## src/rtl/status_register_unit.sv

```systemverilog
// NZCV status producer: flag generation, zero-latency forwarding,
// committed status register and a one-entry saved-status copy.
module status_register_unit #(
    parameter int          WIDTH       = 32,
    parameter logic [3:0]  RESET_FLAGS = 4'b0000
) (
    input  logic             clk,
    input  logic             rst,
    input  logic             exe_valid,
    input  logic             s_bit,
    input  logic [2:0]       flag_op,
    input  logic [WIDTH-1:0] op_a,
    input  logic [WIDTH-1:0] op_b,
    input  logic [WIDTH-1:0] logic_result,
    input  logic             shifter_carry,
    input  logic             stall,
    input  logic             flush,
    input  logic             save_req,
    input  logic             restore_req,
    output logic [3:0]       Status_Register,
    output logic [3:0]       status_fwd,
    output logic [3:0]       saved_status,
    output logic             flags_written
);

    typedef enum logic [2:0] {
        OP_HOLD  = 3'b000,
        OP_LOGIC = 3'b001,
        OP_ADD   = 3'b010,
        OP_ADC   = 3'b011,
        OP_SUB   = 3'b100,
        OP_SBC   = 3'b101,
        OP_RSB   = 3'b110,
        OP_HOLD7 = 3'b111
    } flag_op_t;

    flag_op_t         op;
    logic [WIDTH-1:0] x;
    logic [WIDTH-1:0] y;
    logic             cin;
    logic             is_arith;
    logic             is_logic;
    logic [WIDTH:0]   sum;
    logic [WIDTH-1:0] res;
    logic             c_new;
    logic             v_new;
    logic [3:0]       new_flags;
    logic             commit;
    logic             restore_en;
    logic             save_en;
    logic [3:0]       save_val;
    logic             cur_c;

    assign op    = flag_op_t'(flag_op);
    assign cur_c = Status_Register[2];

    // Operand steering: subtracts feed the inverted operand into the adder
    always_comb begin
        x        = op_a;
        y        = op_b;
        cin      = 1'b0;
        is_arith = 1'b0;
        is_logic = 1'b0;
        unique case (op)
            OP_LOGIC: is_logic = 1'b1;
            OP_ADD: begin
                is_arith = 1'b1;
            end
            OP_ADC: begin
                is_arith = 1'b1;
                cin      = cur_c;
            end
            OP_SUB: begin
                is_arith = 1'b1;
                y        = ~op_b;
                cin      = 1'b1;
            end
            OP_SBC: begin
                is_arith = 1'b1;
                y        = ~op_b;
                cin      = cur_c;
            end
            OP_RSB: begin
                is_arith = 1'b1;
                x        = op_b;
                y        = ~op_a;
                cin      = 1'b1;
            end
            default: ;
        endcase
    end

    assign sum = {1'b0, x} + {1'b0, y} + {{WIDTH{1'b0}}, cin};

    assign res   = is_logic ? logic_result : sum[WIDTH-1:0];
    assign c_new = is_logic ? shifter_carry : sum[WIDTH];
    assign v_new = is_logic ? Status_Register[0]
                 : (x[WIDTH-1] == y[WIDTH-1]) &
                   (res[WIDTH-1] != x[WIDTH-1]);

    assign new_flags = {(res == '0), c_new, res[WIDTH-1], v_new};

    assign commit = exe_valid & s_bit & ~flush & ~stall &
                    (is_arith | is_logic);

    assign restore_en = restore_req & ~stall;
    assign save_en    = save_req & ~stall;

    // Restore beats a same-cycle commit
    always_comb begin
        status_fwd = Status_Register;
        if (restore_en)
            status_fwd = saved_status;
        else if (commit)
            status_fwd = new_flags;
    end

    // Save alongside restore swaps the two registers
    assign save_val = restore_en ? Status_Register : status_fwd;

    always_ff @(posedge clk) begin
        if (!rst) begin
            Status_Register <= RESET_FLAGS;
            saved_status    <= RESET_FLAGS;
            flags_written   <= 1'b0;
        end else begin
            Status_Register <= status_fwd;
            if (save_en)
                saved_status <= save_val;
            flags_written <= commit | restore_en;
        end
    end

endmodule

```

## config.mk

```make
export PLATFORM = sky130hd
export DESIGN_NAME = status_register_unit
export DESIGN_NICKNAME = d
export VERILOG_FILES = /design/src/rtl/status_register_unit.sv
export SDC_FILE = /design/constraint.sdc
export NUM_CORES = 1
export LEC_CHECK = 0
export CORE_ASPECT_RATIO = 0.9
export CORE_MARGIN = 10
export CORE_UTILIZATION = 43
export CTS_CLUSTER_SIZE = 28
export DETAILED_ROUTE_END_ITERATION = 8
export GPL_ROUTABILITY_DRIVEN = 0
export HOLD_SLACK_MARGIN = 0.12
export PLACE_DENSITY = 0.86
export SYNTH_ARGS = -nofsm -noshare
export SYNTH_HDL_FRONTEND = slang
export SYNTH_SLANG_ARGS = --single-unit
```

## constraint.sdc

```tcl
create_clock -name clk -period 4.7 [get_ports clk]
set_input_delay 0.705 -clock clk [delete_from_list [all_inputs] [get_ports clk]]
set_output_delay 0.705 -clock clk [all_outputs]
set_load 0.02 [all_outputs]
```

Yosys cells after proc, flatten, opt, wreduce, memory -nomap -nowiden
Index checks and enable logic that the tools add are counted.
Operators by class
  magnitude comparators: 0
  shifts and indexed selects: 0
  add/subtract/negate cells: 2
  reduce and logical (&&, ||, !) cells: 5
  equal/unequal tests: 8
  mux-type cells: 11
  div/mod/pow operators: 0
  $mul: 0
  bitwise operators: 13
Operators by type and width (count)
  $mux 32: 2
  $not 32->32: 2
  $pmux 32 s2: 1
  $add 32x32->33: 1
  $add 33x1->33: 1
  $logic_not 32->1: 1
  $mux 4: 3
  $eq 3x3->1 const B: 3
  $and 1x1->1: 7
  $eq 3x2->1 const B: 2
  $reduce_or 2->1: 3
  $reduce_or 5->1: 1
  $mux 1: 4
  $eq 3x1->1 const B: 1
  $not 1->1: 2
  $or 1x1->1: 2
  $pmux 1 s2: 1
  $eq 1x1->1: 1
  $ne 1x1->1: 1
Word-level totals
  RAM bits: 0
  memories: 0
  output and inout port bits: 13
  ROM bits: 0
  input port bits: 108
  bits in latches: 0
  word-level logic and storage cells: 42
  register bits after elaboration: 9

Longest topological paths before layout
Gate-level depths: netlist (run 1).
  depth after elaboration: 12
  gate-level depth with buffers: 18
  mapped depth without buffers: 16

Least setup slack after synthesis (run 1)
No wires, ideal clock.
  path type: input port to output port
  start point: input flag_op[1]
  end point: output status_fwd[3]
  cell stages on the path: 17
  required time: 3995 ps
  arrival: 4247 ps
  path buffers: 2
  slack: -252 ps
  cells stage by stage: clkbuf_1 > nand3b_1 > buf_1 > mux2i_1 > fa_1 > inv_1 > fa_1 > a211oi_2 > o211ai_2 > nand2_1 > nand2_2 > xnor2_1 > o21ai_0 > or4_1 > a221oi_2 > o2111ai_1 > nand2_1
Between the ends
  word-level cells in the longest chain between the ends: 9
  elaborated cells between the ends (all ways): 23
  those cells by class: 2 x add/sub; 6 x eq/ne; 8 x mux; 2 x bitwise; 5 x reduce/logical
Ends and longest elaborated chain
  start, declared: RTL line 11  | input logic [2:0] flag_op,
  $eq 3x3->1: RTL line 64  | unique case (op)
  $reduce_or 2->1 (no line)
  $pmux 32 s2: RTL line 64
  $add 32x32->33: RTL line 93  | assign sum = {1'b0, x} + {1'b0, y} + {{WIDTH{1'b0}}, cin};
  $add 33x1->33: RTL line 93
  $mux 32: RTL line 95  | assign res = is_logic ? logic_result : sum[WIDTH-1:0];
  $logic_not 32->1: RTL line 101  | assign new_flags = {(res == '0), c_new, res[WIDTH-1], v_new};
  $mux 4 (*): RTL line 114  | else if (commit)
  $mux 4 (*): RTL line 112  | if (restore_en)
  end, declared: RTL line 21  | output logic [3:0] status_fwd,
Every way passes the cells marked *; elsewhere a longest branch is shown, timed or not.

Worst setup path after layout (run 1)
  start point: input op_b[13]
  end point: output status_fwd[3]
Between the ends
  word-level cells in the longest chain between the ends: 8
  elaborated cells between the ends (all ways): 9
  those cells by class: 2 x add/sub; 5 x mux; 1 x bitwise; 1 x reduce/logical
Ends and longest elaborated chain
  start, declared: RTL line 13  | input logic [WIDTH-1:0] op_b,
  $not 32->32: RTL line 75, 80
  $pmux 32 s2: RTL line 64
  $add 32x32->33 (*): RTL line 93
  $add 33x1->33 (*): RTL line 93
  $mux 32 (*): RTL line 95
  $logic_not 32->1 (*): RTL line 101
  $mux 4 (*): RTL line 114
  $mux 4 (*): RTL line 112
Marked as above.

==> summary by stage, run 1 <==
Final layout
Leaving out fill and tap cells, the most frequent cell in the layout is sky130_fd_sc_hd__buf_4. The count of nets after finishing is 846. From synthesis to final layout, the design area changed by 82.8%. The finished layout cell area is 6370 µm². Measured on the finished design, the core utilization comes to 80.1%.

Of the cells placed in the final design, the portion with a size suffix greater than 1 is 38.5%. The number of antenna diodes in the final layout is 0. The finished layout holds 803 standard cells, fillers aside. The top cell types in the final layout, fill and taps aside, are 130 x sky130_fd_sc_hd__buf_4, 111 x sky130_fd_sc_hd__clkdlybuf4s50_1, 35 x sky130_fd_sc_hd__nand2_1. The layout has 411 filler cells.

Min path
The worst hold path depth is 1. The tightest min-delay check is of the reg2reg type. The worst-case hold path end point is saved_status[1]$_SDFFE_PN0P_. The worst hold path begins at saved_status[1]$_SDFFE_PN0P_.

Logic synthesis
The count of different cell masters after synthesis is 70. Ranked by total cell area, the synthesized netlist is headed by sky130_fd_sc_hd__ha_1 11%, sky130_fd_sc_hd__mux2_2 10%, sky130_fd_sc_hd__a22o_1 7.8%. For this run, the number of Yosys warnings is 0.

Summed over its instances, the top area cell type makes up 11.1% of the synthesized netlist area. The sequential fraction of the synthesis area is 5.17%. In this run, synthesis produced a sequential element count of 9. In this run, synthesis inferred 0 flip-flops with an integrated enable.

The instance count of the mapped netlist is 474. The async set-reset flop share out of synthesis is 0%. The biggest area contributor in the post-synthesis netlist is sky130_fd_sc_hd__ha_1.

The area of the mapped netlist is 3480 µm². The leading register cell type out of synthesis is sky130_fd_sc_hd__dfxtp_1. The synthesized net count is 615. A synthesized cell averages 7.35 µm².

Routing
The violation count after the first detailed-route iteration is 785. The sum of routed wire length over all layers is 19.8 mm. Dividing the detail-routed wire length by the instance count gives 24.7 µm.

The length of the first detailed-routing pass in iterations is 9. For this block, the via count after detailed routing is 5632. In the routed layout, each cell is associated on average with a via count of 7.01.

The number of nets with antenna violations after routing is 0. The DRC violation count after routing is 3.

Timing
Setup violations remaining at the end of the flow were counted as 3. For the pin with the worst max-slew slack, the measured transition is 551 ps. The fmax is 198 MHz. The setup skew after layout is 8.71 ps. The tightest hold path in the finished design has a slack of 571 ps. The final total negative setup slack is -684 ps.

The final period utilization is 108%. In the post-route analysis, the smallest setup slack over all paths is -355 ps. The count of final max-slew check failures is 0.

The worst pin sits at a relative slew slack of 63.2%. Setup repair after global routing could not meet its margin everywhere. The number of endpoints with negative hold slack in the final report came to 0.

The clock period minus worst slack is 5050 ps.

Critical path
The endpoint required time on the critical path is 3990 ps. The endpoint kind of the worst setup timing path is a primary output. The number of cells on the worst reg-to-reg path is 19. The worst register-to-register path ends at Status_Register[3]$_SDFF_PN0_.

The worst setup path is launched from an input port. The critical path is of the in2out type. The worst register-to-register path begins at Status_Register[2]$_SDFF_PN0_.

Data arrives at the worst endpoint at 4350 ps. In this run the worst path has a maximum fanout of 6. The setup slack on the worst flop-to-flop path is 630 ps.

Placement
Timing analysis after detailed placement gives a worst setup slack of -1170 ps. The HPWL after detailed placement is 11.8 mm. The post-place instance area is 5630 µm². The number of placed instances, taps included, is 783.

In this run the tool buffered the top-level ports with 120 buffer cells.

Clocking
Clock tree synthesis selected as its root buffer the cell sky130_fd_sc_hd__clkbuf_8. The clock tree from TritonCTS is yes. The buffer levels on the longest clock path is 2. CTS built an H-tree with a depth of 1.

After clock tree synthesis, the clock-pin slew on the worst setup and hold paths is 60 ps. For the worst-skew pair, the clock arrives at the later sink with an insertion delay of 260 ps. Clock tree synthesis inserted a total of 3 buffers. The count of clock tree sinks is 9.

Die
During I/O placement, the number of pins put on the boundary was 121. The die is 115 µm wide. The height of the die is 105 µm.

The effective utilization at floorplan is 43.8%. The die covers 12100 µm². After floorplanning, the core was divided into 31 placement rows. In this run the standard cell core region covers 7950 µm².

Pwr
The worst supply voltage drop on vdd is 0.151 mV. Overall power consumption after layout is estimated at 1.30 mW. The standby leakage power is 2.59 nW. The internal portion of the total power is 692 µW. Combinational logic burns 85.6% of the power. The switching power summed over all nets is 603 µW.

The share of total power dissipated in the clock network is 7.9%. The share of total power consumed by net switching is 46.5%. The part of the power in registers is 6.5%. In this run the power density over the cells is 203 nW/µm².

Global route
The number of antenna violations at the first check in global routing is 0. The global-route total usage across every layer is 26.6%. The first global-routing pass estimated 27.2 mm of wire. The number of global-route vias before repair is 5584. Entering global routing, the biggest net connects 17 pins. Summed over all layers, the global routing overflow is 0.

Status
The flow ran to the end, but the final reports show violations. The final reports fail on design-rule violations, negative setup slack.

Run
Max-cap violations in this run came to 0.
[power by group through the flow]
stage | Sequential, mW | Combinational, mW | Clock, mW
finish | 0.0840 | 1.11 | 0.102
global route | 0.0839 | 1.15 | 0.105
CTS | 0.0834 | 0.951 | 0.0941
detailed placement | 0.0847 | 0.859 | 0
global placement | 0.0845 | 0.825 | 0
floorplan | 0.0898 | 0.466 | 0
[cell families after synthesis]
kind of cell	count (synthesis)	synth area share, %
xor gates and xnor gates	20	5.03
DFF	9	5.17
muxes	37	11.8
and+or+nand+nor	142	21.5
adders and majority gates	33	12.3
buffers and inverters	37	4.63
AOI/OAI and AO/OA	196	39.6
[area by class of cell]
| cell class | count | area (µm²) | share of cell area (%) |
|---|---|---|---|
| clock buffers | 4 | 45.0 | 0.707 |
| flip-flops and latches | 9 | 180 | 2.83 |
| inverters | 8 | 30.0 | 0.472 |
| well taps | 99 | 124 | 1.95 |
| repair buffers | 255 | 2280 | 35.8 |
| multi-input cells | 428 | 3710 | 58.3 |
[state kept, by name, summed over array words and instances, names as in the netlist]
register and cells:
saved_status 4, flags_written 1, Status_Register 4
[per-layer routing]
metal / wire length (µm) / vias up / GRT usage (%)
met1: 6770 / 2563 / 28.8
li1: - / 2341 / -
met3: 2300 / 215 / 6.75
met2: 9130 / 513 / 46.7
met4: 1600 / 0 / 13.5
met5: 0 / - / 0
[critical path, stage by stage]
cell and delay [ps]:
sky130_fd_sc_hd__clkdlybuf4s50_1 560, sky130_fd_sc_hd__o22ai_1 130, sky130_fd_sc_hd__a22o_1 220, sky130_fd_sc_hd__ha_1 380
sky130_fd_sc_hd__buf_4 170, sky130_fd_sc_hd__a21oi_1 240, sky130_fd_sc_hd__o21ai_1 220, sky130_fd_sc_hd__a211oi_2 280
sky130_fd_sc_hd__nor4_2 100, sky130_fd_sc_hd__a2111oi_4 310, sky130_fd_sc_hd__xor2_1 240, sky130_fd_sc_hd__nand4_1 150
sky130_fd_sc_hd__o22ai_1 220, sky130_fd_sc_hd__o2111ai_2 190, sky130_fd_sc_hd__nand2_2 110, sky130_fd_sc_hd__buf_6 120
[what timing repair did]
action	CTS	global route
setup endpoints to repair	4	4
hold buffers	0	0
pin swaps	35	29
gates cloned	1	0
gates resized for setup	107	48
setup buffers	8	9
hold endpoints to repair	0	0
[worst max-delay path by stage]
stage / start / endpoint / slack, ps / cells after the start
after floorplan: flag_op[1] / status_fwd[3] / 0.9 / 18
after global placement: flag_op[1] / status_fwd[3] / -970 / 19
after detailed placement: flag_op[1] / status_fwd[3] / -1170 / 18
after CTS: flag_op[0] / status_fwd[3] / -50 / 19
after global routing: op_b[13] / status_fwd[3] / -480 / 16
final: op_b[13] / status_fwd[3] / -350 / 16
[cells in the mapped netlist, types with 4 or more instances]
cell / instances
sky130_fd_sc_hd__o21a_1: 5
sky130_fd_sc_hd__a21o_1: 9
sky130_fd_sc_hd__nand4_1: 10
sky130_fd_sc_hd__o22ai_1: 33
sky130_fd_sc_hd__nand2b_1: 7
sky130_fd_sc_hd__a21oi_2: 5
sky130_fd_sc_hd__nand3_1: 10
sky130_fd_sc_hd__o21ai_1: 6
sky130_fd_sc_hd__inv_1: 8
sky130_fd_sc_hd__and3_1: 6
sky130_fd_sc_hd__a22o_1: 31
sky130_fd_sc_hd__mux2_2: 32
sky130_fd_sc_hd__xnor2_1: 14
sky130_fd_sc_hd__a31oi_1: 6
sky130_fd_sc_hd__nor2_1: 20
sky130_fd_sc_hd__a21oi_1: 38
sky130_fd_sc_hd__and4_1: 5
sky130_fd_sc_hd__xor2_1: 6
sky130_fd_sc_hd__nand2_1: 40
sky130_fd_sc_hd__dfxtp_1: 9
sky130_fd_sc_hd__buf_2: 6
sky130_fd_sc_hd__nor4_1: 8
sky130_fd_sc_hd__o21ai_0: 23
sky130_fd_sc_hd__a21boi_0: 4
sky130_fd_sc_hd__nor3_1: 11
sky130_fd_sc_hd__mux2i_1: 5
sky130_fd_sc_hd__clkbuf_1: 18
sky130_fd_sc_hd__ha_1: 31
sky130_fd_sc_hd__nor2b_1: 4
sky130_fd_sc_hd__and2_1: 7
Power figures use the tool's default switching activity.
==> run 2: changes to the inputs <==
--- a/config.mk
+++ b/config.mk
@@ -8,7 +8,7 @@
 export CORE_ASPECT_RATIO = 0.9
 export CORE_MARGIN = 10
 export CORE_UTILIZATION = 43
-export CTS_CLUSTER_SIZE = 28
+export CTS_CLUSTER_SIZE = 12
 export DETAILED_ROUTE_END_ITERATION = 8
 export GPL_ROUTABILITY_DRIVEN = 0
 export HOLD_SLACK_MARGIN = 0.12
==> results of run 2 <==
No change in the layout: final DEF, timing and power equal those of run 1.
==> run 3: changes to the inputs <==
--- a/config.mk
+++ b/config.mk
@@ -13,6 +13,7 @@
 export GPL_ROUTABILITY_DRIVEN = 0
 export HOLD_SLACK_MARGIN = 0.12
 export PLACE_DENSITY = 0.86
+export SLEW_MARGIN = 20
 export SYNTH_ARGS = -nofsm -noshare
 export SYNTH_HDL_FRONTEND = slang
 export SYNTH_SLANG_ARGS = --single-unit
==> results of run 3 <==
No change in the layout: final DEF, timing and power equal those of run 1.
